`src/rtl/fft_frame_feeder_if.sv`:
```
// Bundle of the sample-source, FFT-config and FFT-data streams seen by fft_frame_feeder.
// The master modport is the feeder's view; the slave modport is the surrounding system's view.
interface fft_frame_feeder_if #(
  parameter int DATAIN_WIDTH = 16
) ();

  logic                          i_smp_valid;
  logic signed [DATAIN_WIDTH-1:0] i_smp_data;
  logic                          i_fft_dir;

  logic                          o_axi4s_cfg_tvalid;
  logic                          o_axi4s_cfg_tdata;

  logic                          o_axi4s_data_tvalid;
  logic [2*DATAIN_WIDTH-1:0]     o_axi4s_data_tdata;
  logic                          o_axi4s_data_tlast;
  logic                          i_axi4s_data_tready;

  logic [7:0]                    o_frame_cnt;
  logic                          o_ovf;

  modport master (
    input  i_smp_valid,
    input  i_smp_data,
    input  i_fft_dir,
    output o_axi4s_cfg_tvalid,
    output o_axi4s_cfg_tdata,
    output o_axi4s_data_tvalid,
    output o_axi4s_data_tdata,
    output o_axi4s_data_tlast,
    input  i_axi4s_data_tready,
    output o_frame_cnt,
    output o_ovf
  );

  modport slave (
    output i_smp_valid,
    output i_smp_data,
    output i_fft_dir,
    input  o_axi4s_cfg_tvalid,
    input  o_axi4s_cfg_tdata,
    input  o_axi4s_data_tvalid,
    input  o_axi4s_data_tdata,
    input  o_axi4s_data_tlast,
    output i_axi4s_data_tready,
    input  o_frame_cnt,
    input  o_ovf
  );

endinterface

```
`src/rtl/fft_frame_feeder.sv`:
```
// Buffers a non-stallable real audio stream and feeds it to an FFT core as fixed-length
// complex frames, issuing a config word whenever the transform direction changes.
module fft_frame_feeder #(
  parameter int FFT_LEN      = 256,
  parameter int DATAIN_WIDTH = 16,
  parameter int FIFO_DEPTH   = 16
) (
  input  logic                i_aclk,
  input  logic                i_rst,
  fft_frame_feeder_if.master  bus
);

  localparam int BEAT_W = $clog2(FFT_LEN);
  localparam int PTR_W  = $clog2(FIFO_DEPTH);

  typedef enum logic {
    ST_CFG,
    ST_STREAM
  } state_t;

  state_t                  state_q, state_d;
  logic [PTR_W:0]          wr_ptr_q, wr_ptr_d;
  logic [PTR_W:0]          rd_ptr_q, rd_ptr_d;
  logic [BEAT_W-1:0]       beat_q, beat_d;
  logic [7:0]              frame_cnt_q, frame_cnt_d;
  logic                    ovf_q, ovf_d;
  logic                    dir_q, dir_d;
  logic [DATAIN_WIDTH-1:0] fifo_mem_q [FIFO_DEPTH];

  logic fifo_empty;
  logic fifo_full;
  logic data_tvalid;
  logic data_tlast;
  logic pop;
  logic push;
  logic dir_change;
  logic [DATAIN_WIDTH-1:0] fifo_head;

  // The extra pointer MSB separates a full FIFO from an empty one.
  assign fifo_empty = (wr_ptr_q == rd_ptr_q);
  assign fifo_full  = ((wr_ptr_q ^ rd_ptr_q) == {1'b1, {PTR_W{1'b0}}});
  assign fifo_head  = fifo_mem_q[rd_ptr_q[PTR_W-1:0]];

  always_comb begin
    state_d     = state_q;
    wr_ptr_d    = wr_ptr_q;
    rd_ptr_d    = rd_ptr_q;
    beat_d      = beat_q;
    frame_cnt_d = frame_cnt_q;
    ovf_d       = ovf_q;
    dir_d       = dir_q;

    data_tvalid = (state_q == ST_STREAM) && !fifo_empty;
    data_tlast  = data_tvalid && (beat_q == BEAT_W'(FFT_LEN - 1));
    pop         = data_tvalid && bus.i_axi4s_data_tready;
    push        = bus.i_smp_valid && (!fifo_full || pop);
    dir_change  = (bus.i_fft_dir != dir_q);

    if (push) begin
      wr_ptr_d = wr_ptr_q + (PTR_W+1)'(1);
    end
    if (pop) begin
      rd_ptr_d = rd_ptr_q + (PTR_W+1)'(1);
    end
    if (bus.i_smp_valid && fifo_full && !pop) begin
      ovf_d = 1'b1;
    end

    if (pop) begin
      if (data_tlast) begin
        beat_d      = '0;
        frame_cnt_d = frame_cnt_q + 8'd1;
      end else begin
        beat_d = beat_q + BEAT_W'(1);
      end
    end

    // A direction change is honoured only on a frame boundary with nothing left in flight.
    case (state_q)
      ST_CFG: begin
        dir_d   = bus.i_fft_dir;
        state_d = ST_STREAM;
      end
      ST_STREAM: begin
        if (dir_change &&
            (((beat_q == '0) && !data_tvalid) || (pop && data_tlast))) begin
          state_d = ST_CFG;
        end
      end
      default: state_d = ST_CFG;
    endcase
  end

  always_ff @(posedge i_aclk or posedge i_rst) begin
    if (i_rst) begin
      state_q     <= ST_CFG;
      wr_ptr_q    <= '0;
      rd_ptr_q    <= '0;
      beat_q      <= '0;
      frame_cnt_q <= '0;
      ovf_q       <= 1'b0;
      dir_q       <= 1'b0;
    end else begin
      state_q     <= state_d;
      wr_ptr_q    <= wr_ptr_d;
      rd_ptr_q    <= rd_ptr_d;
      beat_q      <= beat_d;
      frame_cnt_q <= frame_cnt_d;
      ovf_q       <= ovf_d;
      dir_q       <= dir_d;
    end
  end

  // Sample storage needs no reset: the pointers alone define what is valid.
  always_ff @(posedge i_aclk) begin
    if (push && !i_rst) begin
      fifo_mem_q[wr_ptr_q[PTR_W-1:0]] <= bus.i_smp_data;
    end
  end

  assign bus.o_axi4s_cfg_tvalid  = (state_q == ST_CFG) && !i_rst;
  assign bus.o_axi4s_cfg_tdata   = (state_q == ST_CFG) ? (bus.i_fft_dir && !i_rst) : dir_q;
  assign bus.o_axi4s_data_tvalid = data_tvalid;
  assign bus.o_axi4s_data_tdata  = data_tvalid ? {{DATAIN_WIDTH{1'b0}}, fifo_head} : '0;
  assign bus.o_axi4s_data_tlast  = data_tlast;
  assign bus.o_frame_cnt         = frame_cnt_q;
  assign bus.o_ovf               = ovf_q;

endmodule

```
`src/flat_wrapper.sv`:
```
// flat-port wrapper written by rule: the top's interface ports become plain ports
module fft_frame_feeder_flat 
#(
  parameter int FFT_LEN      = 256,
  parameter int DATAIN_WIDTH = 16,
  parameter int FIFO_DEPTH   = 16
)
  (i_aclk, i_rst, bus_i_smp_valid, bus_i_smp_data, bus_i_fft_dir, bus_o_axi4s_cfg_tvalid, bus_o_axi4s_cfg_tdata, bus_o_axi4s_data_tvalid, bus_o_axi4s_data_tdata, bus_o_axi4s_data_tlast, bus_i_axi4s_data_tready, bus_o_frame_cnt, bus_o_ovf);
  fft_frame_feeder_if #(.DATAIN_WIDTH(DATAIN_WIDTH)) bus_i ();
  input  logic i_aclk;
  input  logic i_rst;
  input wire logic [$bits(bus_i.i_smp_valid)-1:0] bus_i_smp_valid;
  input wire logic [$bits(bus_i.i_smp_data)-1:0] bus_i_smp_data;
  input wire logic [$bits(bus_i.i_fft_dir)-1:0] bus_i_fft_dir;
  output wire logic [$bits(bus_i.o_axi4s_cfg_tvalid)-1:0] bus_o_axi4s_cfg_tvalid;
  output wire logic [$bits(bus_i.o_axi4s_cfg_tdata)-1:0] bus_o_axi4s_cfg_tdata;
  output wire logic [$bits(bus_i.o_axi4s_data_tvalid)-1:0] bus_o_axi4s_data_tvalid;
  output wire logic [$bits(bus_i.o_axi4s_data_tdata)-1:0] bus_o_axi4s_data_tdata;
  output wire logic [$bits(bus_i.o_axi4s_data_tlast)-1:0] bus_o_axi4s_data_tlast;
  input wire logic [$bits(bus_i.i_axi4s_data_tready)-1:0] bus_i_axi4s_data_tready;
  output wire logic [$bits(bus_i.o_frame_cnt)-1:0] bus_o_frame_cnt;
  output wire logic [$bits(bus_i.o_ovf)-1:0] bus_o_ovf;
  assign bus_i.i_smp_valid = bus_i_smp_valid;
  assign bus_i.i_smp_data = bus_i_smp_data;
  assign bus_i.i_fft_dir = bus_i_fft_dir;
  assign bus_o_axi4s_cfg_tvalid = bus_i.o_axi4s_cfg_tvalid;
  assign bus_o_axi4s_cfg_tdata = bus_i.o_axi4s_cfg_tdata;
  assign bus_o_axi4s_data_tvalid = bus_i.o_axi4s_data_tvalid;
  assign bus_o_axi4s_data_tdata = bus_i.o_axi4s_data_tdata;
  assign bus_o_axi4s_data_tlast = bus_i.o_axi4s_data_tlast;
  assign bus_i.i_axi4s_data_tready = bus_i_axi4s_data_tready;
  assign bus_o_frame_cnt = bus_i.o_frame_cnt;
  assign bus_o_ovf = bus_i.o_ovf;
  fft_frame_feeder #(.FFT_LEN(FFT_LEN), .DATAIN_WIDTH(DATAIN_WIDTH), .FIFO_DEPTH(FIFO_DEPTH)) u_core (.i_aclk(i_aclk), .i_rst(i_rst), .bus(bus_i));
endmodule
```
`config.mk`:
```
export PLATFORM = sky130hd
export DESIGN_NAME = fft_frame_feeder_flat
export DESIGN_NICKNAME = d
export VERILOG_FILES = /design/src/rtl/fft_frame_feeder_if.sv /design/src/rtl/fft_frame_feeder.sv /design/src/flat_wrapper.sv
export SDC_FILE = /design/constraint.sdc
export NUM_CORES = 1
export LEC_CHECK = 0
export BUFFER_PORTS_ARGS = -buffer_cell sky130_fd_sc_hd__buf_2
export CAP_MARGIN = 25
export CORE_ASPECT_RATIO = 1.75
export CORE_MARGIN = 4
export CORE_UTILIZATION = 37
export CTS_BUF_LIST = sky130_fd_sc_hd__clkbuf_4
export CTS_CLUSTER_SIZE = 30
export DETAILED_ROUTE_END_ITERATION = 10
export PLACE_DENSITY = 0.56
export SLEW_MARGIN = 20
export SYNTH_ARGS = -nofsm -noshare
export SYNTH_HDL_FRONTEND = slang
export SYNTH_SLANG_ARGS = --single-unit
```
`constraint.sdc`:
```
create_clock -name i_aclk -period 4 [get_ports i_aclk]
set_input_delay 0.2 -clock i_aclk [delete_from_list [all_inputs] [get_ports i_aclk]]
set_output_delay 0.2 -clock i_aclk [all_outputs]
set_load 0.05 [all_outputs]
```
==> implementation parameters, run 1 <==
Parameter                              Value

STA
  Total negative slack    0 ns
  Setup violations, final    0
  Setup repair after global routing missed its margin    no
  Shortest clock period the worst path allows after layout    3.53 ns
  Worst Skew    0.0397 ns
  Final Hold Fails    0
  Rel. slew slack    30.9%
  Highest Clock Rate    0.283 GHz
  Final setup margin    0.470 ns
  Max-slew violations    0
  Tcrit/Tclk final    around 88%
  Worst-Margin Slew    just over 1 ns

Worst setup path
  Worst path cell trace    buf_4 > mux4_2 > a22oi_1 > a21oi_1 > buf_2
  Crit path DAT    ~3.3 ns
  Required @ worst endpoint    between 3 and 4 ns
  Largest delay share family, worst path    buffers and inverters
  Highest cell delay on the worst timing path    ~0.70 ns
  Type of destination of the critical path    output port
  Type of element launching the critical path    flip-flop
  Highest fanout seen on the critical path    21
  Critical path's slowest cell    sky130_fd_sc_hd__dfrtp_4
  Total buffers and inverters traversed by the critical path    2
  Start-to-end type of the worst setup path    reg2out

Routing
  Number of nets still failing antenna checks after routing    0
  First-pass DRT Iterations    5
  Avg WL per Cell    23.4 µm
  Number of DRC violations after detailed-routing iteration 0    414
  DR vias    6051
  Post-route DRC    0
  Sum of routed wire length over all layers    between 20000 and 30000 µm
  Vias per inst    5.25

Logic synthesis
  Cells after Synth    581
  Xor and xnor fraction of the mapped netlist area    2.04%
  Fraction of synthesis flops using an asynchronous set or reset pin    10.2%
  Dominant combinational cell family by area after synthesis    multiplexers
  Proportion of synthesized chip area in sequential cells    73.2%
  Most frequent cells after synthesis    sky130_fd_sc_hd__edfxtp_1, sky130_fd_sc_hd__mux4_2, sky130_fd_sc_hd__a22oi_1
  Portion of netlist area occupied by mux cells    approximately 13%
  Yosys warns    0
  Mapped Area    ~11000 µm²
  Number of storage elements in the synthesis netlist    285
  Most common cell in the netlist    sky130_fd_sc_hd__edfxtp_1
  Fraction of synthesized cell area taken by the top area cell type    66.9%
  Number of enable-type register cells in the synthesized netlist    256
  Synth unique cells    49
  Post-synthesis share of cell area spent on and, or, nand and nor gates    about 3.8%
  Ys flop type    sky130_fd_sc_hd__edfxtp_1
  Post-synth top area cell    sky130_fd_sc_hd__edfxtp_1
  Area fraction in compound gates after synthesis    between 4 and 5%
  Post-Syn Area per Cell    19.8 µm²
  Leading post-synthesis cells by cell area    sky130_fd_sc_hd__edfxtp_1, sky130_fd_sc_hd__mux4_2, sky130_fd_sc_hd__dfrtp_1, sky130_fd_sc_hd__a22oi_1, sky130_fd_sc_hd__buf_4
  Adder and majority gate portion of the synthesized area    less than 1%

Power
  Share of total power in combinational logic    36.1%
  Static leakage    between 4 and 5 nW
  Power per Cell Area    between 700 and 800 nW/µm²
  Share of total power consumed by net switching    37.4%
  Maximum VDD drop    886 µV
  Clock share of power    24.4%
  Share of power burned in registers    39.5%
  Cell internal pwr    just under 6 mW
  Psw    3.50 mW

Placement
  Final weighted congestion in routability-driven placement    0.753
  IO Port Bufs    about 50
  Placed Instances    1013
  Sum of net half-perimeters after detailed placement    16000 µm
  Pre-CTS setup slack    1.01 ns
  Post-Place Cell Area    12200 µm²

Global route
  Via count of the first global-routing pass    approximately 6500
  Global-route wire length before repair    around 40000 µm
  Number of antenna violations at the first check in global routing    1
  Total GRT Usage    16.1%
  Maximum number of pins on one net before global-route repair    68
  Global route overflow    0

Cells and area
  Final instance count without filler cells    1152
  Proportion of layout cells with a drive suffix above 1    36.2%
  Layout area overhead    15.9%
  Layout Cell Area excl Fill    13300 µm²
  Area occupied by multi-input gates    about 2900 µm²
  Sequential cell area    between 8000 and 9000 µm²
  End-of-flow core utilization    43.3%
  Layout Nets    744
  Fill count    2705

Clock network
  Level count of the clock H-tree    3
  Clock transition at the registers of the reported paths    0.07 ns
  CTS buffer count    68
  Clock tree root buffer cell    sky130_fd_sc_hd__clkbuf_4
  Buffer depth of the longest clock path    3
  Clock tree from TritonCTS    built
  Buffers inserted by post-CTS timing repair    0
  Sinks on the clock net    285
  Skew-Pair Late Insertion Delay    around 0.70 ns

Floorplan
  Initial core utilization    between 30% and 40%
  Number of rows in the core area    85
  Core box area    30700 µm²
  Die Area    34100 µm²
  Die boundary height    241 µm
  Die extent in x    141 µm
  I/O Pins    66

Status
  Run status    finished clean

Min path
  Hold crit path type    in2async

Flow run
  Max cap viols    0
## layer usage
metal,routed length (µm),vias up,track usage (%)
li1,-,2653,-
met1,10400,3165,19.0
met2,14200,180,27.9
met3,1480,53,3.97
met4,829,0,7.20
met5,0,-,0
## flip-flops by register name, summed over array words and instances (netlist names)
register	flops
u_core.wr_ptr_q	5
u_core.bus.o_ovf	1
u_core.rd_ptr_q	5
u_core.beat_q	8
u_core.fifo_mem_q	256
u_core.bus.o_frame_cnt	8
u_core.state_q	1
u_core.dir_q	1
## worst min-delay path, delay by kind of cell
family	cells	cell delay (ns)
buf+inv	3	1.19
## metrics by stage
stage,hold WS [ns],power [mW]
finish,0.272,9.36
global route,0.282,9.83
CTS,0.204,9.51
detailed placement,0.435,7.17
global placement,0.413,7.12
floorplan,0.299,6.23
## cell families after synthesis
kind of cell | count (synthesis)
fa+ha+maj | 8
buf+inv | 56
compound gates | 64
xor+xnor | 25
simple gates | 75
mux | 67
flops | 285
other cells | 1
## cell usage in the layout (no fill, tap or decap), drive strengths merged, types with 10 or more instances in the layout
cell,netlist,layout
clkbuf,10,101
a22oi,32,32
buf,37,74
nand2,15,15
edfxtp,256,256
dfrtp,29,29
dlygate4sd3,0,21
mux4,64,64
conb,1,16
a21oi,17,17
xnor2,16,16
inv,9,10
clkinv,0,13
## final timing paths
path                       slack [ns]  depth (start not counted)                 startpoint                    endpoint
setup / recovery                 0.47                          5         u_core.rd_ptr_q[0]  bus_o_axi4s_data_tdata[14]
hold / removal                   0.27                          3                      i_rst          u_core.wr_ptr_q[3]
setup reg to reg                 1.43                          6         u_core.rd_ptr_q[0]    u_core.fifo_mem_q[14][2]
hold reg to reg                  0.50                          1  u_core.bus.o_frame_cnt[4]   u_core.bus.o_frame_cnt[4]
max in group asynchronous        3.06                          4                      i_rst            u_core.beat_q[4]
min in group i_aclk              0.36                          3              bus_i_fft_dir                u_core.dir_q
## timing repair
| action | 4_1_cts | 5_1_grt |
|---|---|---|
| hold buffers | 21 | 0 |
| endpoints found under the hold margin | 271 | 0 |
| resized for setup | 0 | 0 |
## power by group through the flow
stage	logic [mW]	clock network, mW	registers, mW
floorplan	2.58	0	3.65
global placement	3.37	0	3.74
detailed placement	3.40	0	3.76
CTS	3.44	2.38	3.70
global route	3.58	2.53	3.72
finish	3.38	2.29	3.70
## area by class of cell
class / instances / share of cell area, %
flip-flops and latches: 285 / 63.2
multi-input cells: 255 / 21.6
clock buffers: 100 / 5.64
repair buffers: 96 / 4.91
well taps: 391 / 3.67
clock inverters: 15 / 0.630
inverters: 9 / 0.254
diodes: 1 / 0.0188
Power figures use the tool's default switching activity.
==> run 2: changes to the inputs <==
PLACE_DENSITY = unset   (was 0.56)
PLACE_DENSITY_LB_ADDON = 0.15   (was unset)
==> implementation parameters, run 2 (synthesis gave the netlist of run 1 again) <==
Parameter                              Value

Worst setup path
  Required @ worst endpoint    between 3 and 4 ns
  Highest cell delay on the worst timing path    0.60 ns
  Start-to-end type of the worst setup path    reg2out
  Crit path DAT    3.08 ns
  Worst path cell trace    buf_12 > mux4_2 > a22oi_1 > a21oi_1 > buf_2
  Crit path from    u_core.rd_ptr_q[0]
  Worst reg2reg startpoint    u_core.rd_ptr_q[0]
  Type of destination of the critical path    output port
  Critical path's slowest cell    sky130_fd_sc_hd__dfrtp_4
  Type of element launching the critical path    flip-flop
  Highest fanout seen on the critical path    39

Power
  Power per Cell Area    slightly above 700 nW/µm²
  Maximum VDD drop    788 µV
  Overall power    9.50 mW
  Share of total power in combinational logic    between 30% and 40%
  Psw    between 3 and 4 mW
  Clock share of power    24.8%
  Share of power burned in registers    approximately two fifths
  Static leakage    about 4.5 nW
  Cell internal pwr    5.92 mW
  Share of total power consumed by net switching    37.7%

Min path
  Hold crit path type    in2async

Floorplan
  Die extent in x    141 µm
  Die Area    34100 µm²
  Number of rows in the core area    85
  I/O Pins    66
  Initial core utilization    37.4%
  Die boundary height    241 µm
  Core box area    a little over 30000 µm²

Cells and area
  Sequential cell area    8420 µm²
  Fill count    2714
  Proportion of layout cells with a drive suffix above 1    a little over a third
  Layout Cell Area excl Fill    13300 µm²
  Leading cell type in the layout, fill and taps excluded    sky130_fd_sc_hd__edfxtp_1
  Layout Nets    744
  Highest-count cells in the layout ignoring fill and taps    sky130_fd_sc_hd__edfxtp_1, sky130_fd_sc_hd__clkbuf_4, sky130_fd_sc_hd__mux4_2
  Layout area overhead    16.1%
  Final instance count without filler cells    1150
  Largest register FFs    256
  Area occupied by multi-input gates    2880 µm²

STA
  Max-slew violations    0
  Setup violations, final    0
  Worst-Margin Slew    roughly 0.8 ns
  Setup repair after global routing missed its margin    no
  Tcrit/Tclk final    82.0%
  Total negative slack    0 ns
  Final Hold Fails    0
  Shortest clock period the worst path allows after layout    3.28 ns
  Worst Skew    0.0459 ns
  Highest Clock Rate    0.305 GHz
  Rel. slew slack    ~47%

Global route
  Global-route wire length before repair    41300 µm
  Via count of the first global-routing pass    6524
  Total GRT Usage    16.9%
  Number of antenna violations at the first check in global routing    1
  Maximum number of pins on one net before global-route repair    48
  Global route overflow    0

Routing
  Number of nets still failing antenna checks after routing    0
  Post-route DRC    0
  DR vias    6004
  Vias per inst    between 5 and 6
  Number of DRC violations after detailed-routing iteration 0    484
  Avg WL per Cell    24.3 µm
  First-pass DRT Iterations    5
  Sum of routed wire length over all layers    28000 µm

Clock network
  Sinks on the clock net    285
  Clock transition at the registers of the reported paths    about 0.070 ns
  Level count of the clock H-tree    3
  Skew-Pair Late Insertion Delay    about 0.70 ns
  Cts repair resizes    0
  Count of hold-fix buffers inserted at cts    21
  CTS buffer count    68
  Buffers inserted by post-CTS timing repair    0
  Clock tree root buffer cell    sky130_fd_sc_hd__clkbuf_4
  Clock tree from TritonCTS    built
  Buffer depth of the longest clock path    3

Placement
  IO Port Bufs    49
  Sum of net half-perimeters after detailed placement    ~18000 µm
  Final weighted congestion in routability-driven placement    between 0.7 and 0.8
  Post-Place Cell Area    12300 µm²
  Placed Instances    1015

Flow run
  Max cap viols    0

Status
  Run status    finished clean
[run 2: worst max-delay path, delay by kind of cell (launching register included)]
kind                   cells  cell delay, ns
buffers and inverters      2            0.59
multiplexers               1            0.59
AO/OA/AOI/OAI              2            0.55
flip-flops                 1            0.60
[run 2: layout make-up]
class / instances / area share (%)
sequential: 285 / 63.1
antenna: 1 / 0.0188
multi-input combinational: 255 / 21.6
clock buffer: 98 / 5.51
inverter: 9 / 0.253
timing repair buffer: 96 / 5.03
tap: 391 / 3.67
clock inverter: 15 / 0.844
[run 2: metrics by stage]
stage                     hold WS (ns)  worst slack (ns)  utilization (%)
after detailed placement         0.467              1.35             40.0
after floorplan                  0.299             0.657                -
after CTS                        0.239             0.537             43.4
after global placement           0.450              1.37             39.9
after global routing             0.278             0.497             43.4
final                            0.308             0.721             43.4
[run 2: power by group through the flow]
stage / Clock [mW] / Sequential [mW] / Combinational, mW
2_1_floorplan: 0 / 3.65 / 2.58
3_3_place_gp: 0 / 3.74 / 3.45
3_5_place_dp: 0 / 3.75 / 3.50
4_1_cts: 2.45 / 3.69 / 3.53
5_1_grt: 2.62 / 3.72 / 3.68
6_report: 2.35 / 3.69 / 3.46
[run 2: final timing paths]
kind                                        endpoint  cells after the start  slack, ns
setup / recovery           bus_o_axi4s_data_tdata[4]                      5       0.72
hold / removal             u_core.bus.o_frame_cnt[3]                      3       0.31
setup reg to reg            u_core.fifo_mem_q[13][1]                      6       1.51
hold reg to reg            u_core.bus.o_frame_cnt[7]                      1       0.49
max in group asynchronous         u_core.rd_ptr_q[0]                      4       3.04
min in group i_aclk                     u_core.dir_q                      3       0.34
[run 2: metal layers]
metal  track usage [%]  vias to the layer above  share of wire, %  wire, µm
met5                 0                        -                 0         0
met4              6.96                        0               2.7       766
met3              4.14                       37               5.8      1630
met2              29.2                      213                53     14800
met1              20.1                     3111                39     10800
li1                  -                     2643                 -         -
==> run 3: changes to the inputs <==
clock period = 2.7 ns   (was 4 ns; I/O delays follow)
==> implementation parameters, run 3 (synthesis gave the netlist of run 1 again) <==
Parameter                              Value

Global route
  Global-route wire length before repair    44800 µm
  Total GRT Usage    between 10% and 20%
  Global route overflow    0
  Most heavily used metal layer in global routing    met2
  Number of antenna violations at the first check in global routing    1
  Global-route track usage on met1    21.8%
  Met3 GRT Util    4.26%
  Via count of the first global-routing pass    6753
  Met2 demand-to-capacity share in global routing    32.9%
  Maximum number of pins on one net before global-route repair    68

Worst setup path
  Highest fanout seen on the critical path    8
  Crit path from    u_core.rd_ptr_q[0]
  Highest cell delay on the worst timing path    0.55 ns
  Critical path's slowest cell    sky130_fd_sc_hd__mux4_2
  Crit path DAT    2.62 ns
  Worst reg2reg startpoint    u_core.rd_ptr_q[0]
  Type of destination of the critical path    output port
  Worst path cell trace    buf_6 > buf_16 > mux4_2 > a22oi_2 > a21oi_2 > buf_6
  Library cell appearing most often on the critical path    sky130_fd_sc_hd__buf_6
  Type of element launching the critical path    flip-flop
  Start-to-end type of the worst setup path    reg2out
  Required @ worst endpoint    2.57 ns

Floorplan
  Number of rows in the core area    85
  Core box area    30700 µm²
  Initial core utilization    37.4%
  I/O Pins    66
  Die extent in x    141 µm
  Die Area    34100 µm²
  Die boundary height    around 240 µm

Flow run
  Max cap viols    0

Power
  Share of total power in combinational logic    43.7%
  Cell internal pwr    9.96 mW
  Static leakage    4.90 nW
  Psw    roughly 6.0 mW
  Share of power burned in registers    between 30% and 40%
  Maximum VDD drop    1040 µV
  Power per Cell Area    1120 nW/µm²
  Clock share of power    22.3%
  Share of total power consumed by net switching    a little under two fifths

STA
  Total negative slack    -0.334 ns
  Rel. slew slack    50.9%
  Setup violations, final    14
  Tcrit/Tclk final    102%
  Worst Skew    0.0355 ns
  Max-slew violations    0
  Final Hold Fails    0
  Post-Route Hold Slack    0.222 ns
  Worst-Margin Slew    between 0.7 and 0.8 ns
  Final setup margin    -0.0526 ns
  Setup repair after global routing missed its margin    yes
  Highest Clock Rate    0.363 GHz
  Shortest clock period the worst path allows after layout    about 2.8 ns

Cells and area
  Leading cell type in the layout, fill and taps excluded    sky130_fd_sc_hd__edfxtp_1
  Highest-count cells in the layout ignoring fill and taps    sky130_fd_sc_hd__edfxtp_1, sky130_fd_sc_hd__clkbuf_4, sky130_fd_sc_hd__mux4_2
  Layout Nets    777
  End-of-flow core utilization    46.5%
  Proportion of layout cells with a drive suffix above 1    44.7%
  Layout area overhead    24.4%
  Largest register FFs    256
  Layout Cell Area excl Fill    between 10000 and 15000 µm²
  Fill count    2628

Placement
  Post-Place Cell Area    12500 µm²
  Final weighted congestion in routability-driven placement    just under 0.8
  IO Port Bufs    49
  Sum of net half-perimeters after detailed placement    around 17000 µm

Routing
  Post-route DRC    0
  Number of nets still failing antenna checks after routing    0
  Sum of routed wire length over all layers    approximately 31000 µm
  Number of DRC violations after detailed-routing iteration 0    roughly 470
  Avg WL per Cell    26.0 µm
  First-pass DRT Iterations    4
  Vias per inst    5.31
  DR vias    6327

Clock network
  CTS buffer count    between 60 and 70
  Level count of the clock H-tree    3
  Buffer depth of the longest clock path    3
  Clock tree from TritonCTS    built
  Sinks on the clock net    285
  Clock transition at the registers of the reported paths    0.07 ns
  Skew-Pair Late Insertion Delay    roughly 0.74 ns
  Clock tree root buffer cell    sky130_fd_sc_hd__clkbuf_4

Status
  Violated checks    negative setup slack
  Run status    finished with violations

Min path
  Hold crit path type    in2async
run 3: cell count changes in the layout (fill, tap and decap cells not counted), sizes merged:
cell / before / now
buf: 75 / 102
bufinv: 2 / 1
bufbuf: 0 / 1
clkbuf: 98 / 106
inv: 10 / 11
dlygate4sd3: 21 / 22
clkinvlp: 0 / 3
diode: 1 / 2
run 3: layout make-up:
cell class | instances | area, µm² | area share (%)
Clock inverter | 18 | 106 | 0.744
Multi-Input combinational cell | 255 | 3180 | 22.2
Timing Repair Buffer | 128 | 1290 | 9.01
Antenna cell | 2 | 5.00 | 0.0350
Inverter | 9 | 33.8 | 0.236
Clock buffer | 103 | 773 | 5.41
Tap cell | 391 | 489 | 3.42
Sequential cell | 285 | 8420 | 58.9
run 3: final timing paths:
kind / to / slack, ns / cells past startpoint
max: bus_o_axi4s_data_tdata[5] / -0.05 / 6
min: u_core.wr_ptr_q[4] / 0.22 / 3
max reg2reg: u_core.fifo_mem_q[13][5] / 0.23 / 7
min reg2reg: u_core.bus.o_frame_cnt[7] / 0.48 / 1
max in group asynchronous: u_core.rd_ptr_q[0] / 1.86 / 4
min in group i_aclk: u_core.dir_q / 0.24 / 3
run 3: repair_timing:
item,CTS,global route
hold buffers,22,0
gates cloned,7,3
pin swaps,6,22
buffers inserted,8,3
hold endpoints to repair,316,0
endpoints found under the setup margin,18,23
resized for setup,69,23
run 3: critical path, delay by kind of cell (launching register included):
family	cells	cell delay, ns
multiplexers	1	0.55
flip-flops	1	0.54
buffers and inverters	3	0.45
AO/OA/AOI/OAI	2	0.33
run 3: through the flow:
step           std cells  power [mW]  worst slack [ns]
2_1_floorplan        596        9.26            -0.643
3_3_place_gp        1027        10.9             0.183
3_5_place_dp        1027        10.9             0.143
4_1_cts             1185        15.9            -0.167
5_1_grt             1190        16.8            -0.167
6_report            1191        16.0           -0.0526
run 3: metal layers:
| layer | wire (µm) | vias to the layer above |
|---|---|---|
| met5 | 0 | - |
| met3 | 1760 | 37 |
| met4 | 712 | 0 |
| met2 | 16900 | 214 |
| met1 | 11600 | 3356 |
| li1 | - | 2720 |
run 3: power groups by stage:
stage / sequential, mW / clock, mW / combinational, mW
floorplan: 5.41 / 0 / 3.85
global placement: 5.48 / 0 / 5.38
detailed placement: 5.50 / 0 / 5.42
CTS: 5.43 / 3.71 / 6.76
global route: 5.48 / 3.94 / 7.35
finish: 5.44 / 3.56 / 6.98
